### src/rtl/menu_text_overlay.sv
// menu_text_overlay: 3-cycle pipelined text overlay over a 128x256 px window, driving external char/font ROMs.
// Optional macro TEXT_BG_EN paints non-glyph window pixels in BG_COLOR (opaque text box).
module menu_text_overlay #(
    parameter logic [10:0] X_POS      = 11'd448,
    parameter logic [10:0] Y_POS      = 11'd500,
    parameter logic [11:0] TEXT_COLOR = 12'hFFF,
    parameter logic [11:0] BG_COLOR   = 12'h000
) (
    input  logic        clk,
    input  logic        rst,
    input  logic [10:0] in_hcount,
    input  logic [10:0] in_vcount,
    input  logic        in_hsync,
    input  logic        in_vsync,
    input  logic        in_hblnk,
    input  logic        in_vblnk,
    input  logic [11:0] in_rgb,
    output logic [7:0]  char_xy,
    output logic [3:0]  char_line,
    input  logic [7:0]  char_line_pixels,
    output logic [10:0] out_hcount,
    output logic [10:0] out_vcount,
    output logic        out_hsync,
    output logic        out_vsync,
    output logic        out_hblnk,
    output logic        out_vblnk,
    output logic [11:0] out_rgb
);
`ifdef TEXT_BG_EN
    localparam logic BG_EN = 1'b1;
`else
    localparam logic BG_EN = 1'b0;
`endif
    logic [10:0] rel_x, rel_y;
    logic        in_win;
    logic [41:0] s1, s2;
    logic        win_d2, pix;
    logic [2:0]  bx_d2;
    logic [11:0] rgb_d2, next_rgb;
    // Unsigned wrap makes rel < size equivalent to the two-sided window compare.
    always_comb begin
        rel_x  = in_hcount - X_POS;
        rel_y  = in_vcount - Y_POS;
        in_win = !in_hblnk && !in_vblnk && (rel_x < 11'd128) && (rel_y < 11'd256);
    end
    assign char_xy   = {rel_y[7:4], rel_x[6:3]};
    assign char_line = rel_y[3:0];
    assign win_d2    = s2[41];
    assign bx_d2     = s2[40:38];
    assign rgb_d2    = s2[11:0];
    assign pix       = char_line_pixels[3'd7 - bx_d2];
    assign next_rgb  = (win_d2 && pix) ? TEXT_COLOR : (win_d2 && BG_EN) ? BG_COLOR : rgb_d2;
    always_ff @(posedge clk or negedge rst) begin
        if (!rst) begin
            s1 <= '0;
            s2 <= '0;
            {out_hcount, out_vcount, out_hsync, out_vsync, out_hblnk, out_vblnk, out_rgb} <= '0;
        end else begin
            s1 <= {in_win, rel_x[2:0], in_hcount, in_vcount, in_hsync, in_vsync, in_hblnk, in_vblnk, in_rgb};
            s2 <= s1;
            {out_hcount, out_vcount, out_hsync, out_vsync, out_hblnk, out_vblnk} <= s2[37:12];
            out_rgb <= next_rgb;
        end
    end
endmodule

### config.mk
export PLATFORM = sky130hd
export DESIGN_NAME = menu_text_overlay
export DESIGN_NICKNAME = d
export VERILOG_FILES = /design/src/rtl/menu_text_overlay.sv
export SDC_FILE = /design/constraint.sdc
export NUM_CORES = 1
export LEC_CHECK = 0
export CAP_MARGIN = 20
export CORE_ASPECT_RATIO = 1.25
export CORE_UTILIZATION = 46
export DETAILED_ROUTE_END_ITERATION = 6
export PLACE_DENSITY = 0.78
export SLEW_MARGIN = 20
export SYNTH_ARGS = -nofsm -noshare
export SYNTH_HDL_FRONTEND = slang
export SYNTH_SLANG_ARGS = --single-unit
### constraint.sdc
create_clock -name clk -period 1.66 [get_ports clk]
set_input_delay 0.332 -clock clk [delete_from_list [all_inputs] [get_ports clk]]
set_output_delay 0.332 -clock clk [all_outputs]
set_load 0.02 [all_outputs]
==> flow_summary.ini <==
[sta]
max_slew_margin = 0.722
hold_violations = 0
finClkSkew_ps = 9.83
fin_crit_ps = 1590
finalMaxSlewViolations = 0
worst_pin_slew_ps = 417
setup_tns_ps = 0
post-route-period-util = 0.955
setup_viol = 0
max_freq_ghz = 0.631
rsz0062_at_grt = no

[clocking]
clk_latency_ps = 500
cts_tree = done
ctsLongestPathBuffers = 2
cts.reportedPaths.clkPinSlew_ps = 50
htree_levels = 4
numClockSinks = 116
cts_root_buf = clkbuf_8
cts-buffers-inserted = 17

[pwr]
netSwitchingFraction = 0.198
vdd_drop_max_uv = 995
power.switching_mw = 1.42
p_leak_nw = 2.37
clockPowerShare = 0.514
power_density_nw_per_um2 = 1410
intPower_mw = 5.73
power_frac_seq = 0.421
pwr-share-comb = 0.065

[final_layout]
fin_cells = 403
regArea_um2 = 2900
stdcell_area_um2 = 5080
layout.nets = 350
diodes = 0
nFillCells = 470
syn_to_final_growth_pct = 53.6
drive_gt1_frac = 0.214
multi_input_area_um2 = 380

[floorplanning]
rows = 34
core_um2 = 6980
die_area_um2 = 7530
start_util = 0.474
die_w_um = 77.8
boundaryPins = 98
die_h_um = 96.8

[synth]
syn_nets = 220
ys_seq_area_frac = 0.878
synth_edf_count = 0
synth-seq-cells = 116
synthTopCellsByCount = dfrtp_1, nand2b_1, buf_4, xnor2_1, inv_1
netlist_top_cells_area = dfrtp_1, nand2b_1, xnor2_1
ys_warn_count = 0
synthFlopType = dfrtp_1
yosysUniqueCellTypes = 26
netlist_area_um2 = 3310
synth-async-reset-ratio = 1.00
syn_inst = 170
synth_top_area_cell = dfrtp_1
synth_top_area_frac = 0.878
syn_avg_cell_area_um2 = 19.4
synth_most_common_cell = dfrtp_1

[global_route]
grt_pass1_wl_um = 9490
grt_usage = 0.177
first_global_vias = 1948
antenna_found_initial = 0
grt_max_degree = 37
overflow = 0

[critical_path]
rrSetupSlack_ps = 120
cp-start-kind = input port
r2r-end = out_rgb[11]
required_ps = 1330
arrival_ps = 1250
critPathKind = in2out
crit_fanout = 5
worstSetupEndpointType = primary output
r2r_start = s2[39]
rr_worst_depth = 4

[worst_hold_path]
holdPathStages = 2
hold_path.class = in2reg
min_from = in_vcount[2]
hold_end = s1[18]

[placed_design]
port_buffers = 97
placed_cell_area_um2 = 4490
place.gp.congestion = 0.709
dp.cells = 368
dp_hpwl_um = 3760

[drt]
drt_iter0_drc = 42
wire_per_inst_um = 14.6
drt_pass1_iterations = 4
ant_nets = 0
drcViolationCount = 0
drt-total-wl_um = 5890
vias = 1809
viasPerCell = 4.49

[run]
cap_viol_max_count = 0

[status]
status = finished clean
-- sequential cells by signal, summed over array words and instances (netlist names) --
name	cells
out_vcount	11
out_vblnk	1
out_hsync	1
out_vsync	1
s2	39
out_hcount	11
s1	39
out_hblnk	1
out_rgb	12
-- power by group through the flow --
| stage | Clock (mW) | Sequential (mW) | Combinational (mW) |
|---|---|---|---|
| finish | 3.68 | 3.01 | 0.462 |
| global route | 3.89 | 3.02 | 0.500 |
| CTS | 3.74 | 3.01 | 0.464 |
| detailed placement | 0 | 3.06 | 0.510 |
| global placement | 0 | 3.05 | 0.499 |
| floorplan | 0 | 3.11 | 0.0883 |
-- through the flow --
step                hold WS [ps]   util  total power [mW]  worst slack [ps]
global placement             285  0.644              3.55              -675
finish                      96.9  0.728              7.15              74.8
global route                89.4  0.728              7.41              29.8
CTS                          193  0.724              7.22              6.74
detailed placement           293  0.644              3.57              -694
floorplan                   36.4      -              3.20              52.4
-- layout by cell type (no fill, tap or decap), drive strengths merged --
master,synthesis,final
ha,2,2
clkbuf,0,24
nor4,2,2
o21ai,2,2
a21oi,1,1
dlygate4sd3,0,1
xnor2,5,5
nor2,3,3
nand4,1,1
bufinv,0,4
clkdlybuf4s50,0,41
o2111ai,1,1
clkinvlp,0,1
inv,4,4
nand2b,13,13
o211ai,1,2
and2,1,1
o2111a,1,1
nand2,2,2
nor3b,1,1
buf,6,23
mux4,1,1
nand3,1,1
mux2i,2,2
dlygate4sd2,0,49
clkinv,0,5
nand3b,1,1
xor2,1,1
o31a,1,1
dfrtp,116,116
mux2,1,1
-- worst max path at each step --
| stage | from | to | slack, ps | depth (start not counted) |
|---|---|---|---|---|
| after floorplan | in_vcount[2] | char_xy[6] | 50 | 4 |
| after global placement | in_vcount[2] | char_xy[6] | -670 | 6 |
| after detailed placement | in_vcount[3] | char_xy[6] | -690 | 6 |
| after CTS | in_vcount[3] | char_xy[6] | 7 | 6 |
| after global routing | in_hcount[6] | char_xy[3] | 30 | 3 |
| final | in_hcount[6] | char_xy[3] | 70 | 3 |
-- layout make-up --
type / count / share of cell area
Clock buffer: 22 / 0.0912
Clock inverter: 10 / 0.0301
Inverter: 4 / 0.00296
Multi-Input combinational cell: 45 / 0.0749
Sequential cell: 116 / 0.572
Tap cell: 90 / 0.0222
Timing Repair Buffer: 116 / 0.207
-- routing by layer --
metal | track usage | share of wire | up-vias
met5 | 0 | 0 | -
met4 | 0.103 | 0.032 | 0
met3 | 0.0670 | 0.055 | 17
met2 | 0.293 | 0.53 | 78
met1 | 0.191 | 0.38 | 900
li1 | - | - | 814
-- worst max-delay path: stages --
cell and delay [ps]:
clkdlybuf4s50_1 550, inv_1 50, dlygate4sd2_1 320
-- what timing repair did --
item,4_1_cts,5_1_grt
pin swaps,2,3
hold buffers,1,0
resized for setup,73,10
setup buffers,1,0
endpoints found under the setup margin,50,15
endpoints found under the hold margin,27,0
gates cloned,0,1
-- cell families after synthesis --
kind of cell             Yosys count  share of synthesized area
multiplexers                       4                     0.0163
XOR/XNOR                           6                     0.0159
AO/OA/AOI/OAI                      7                     0.0174
buffers and inverters             10                     0.0193
AND/OR/NAND/NOR                   25                     0.0454
flip-flops                       116                      0.878
adder cells (fa/ha/maj)            2                    0.00757
(Power assumes the default switching activity.)
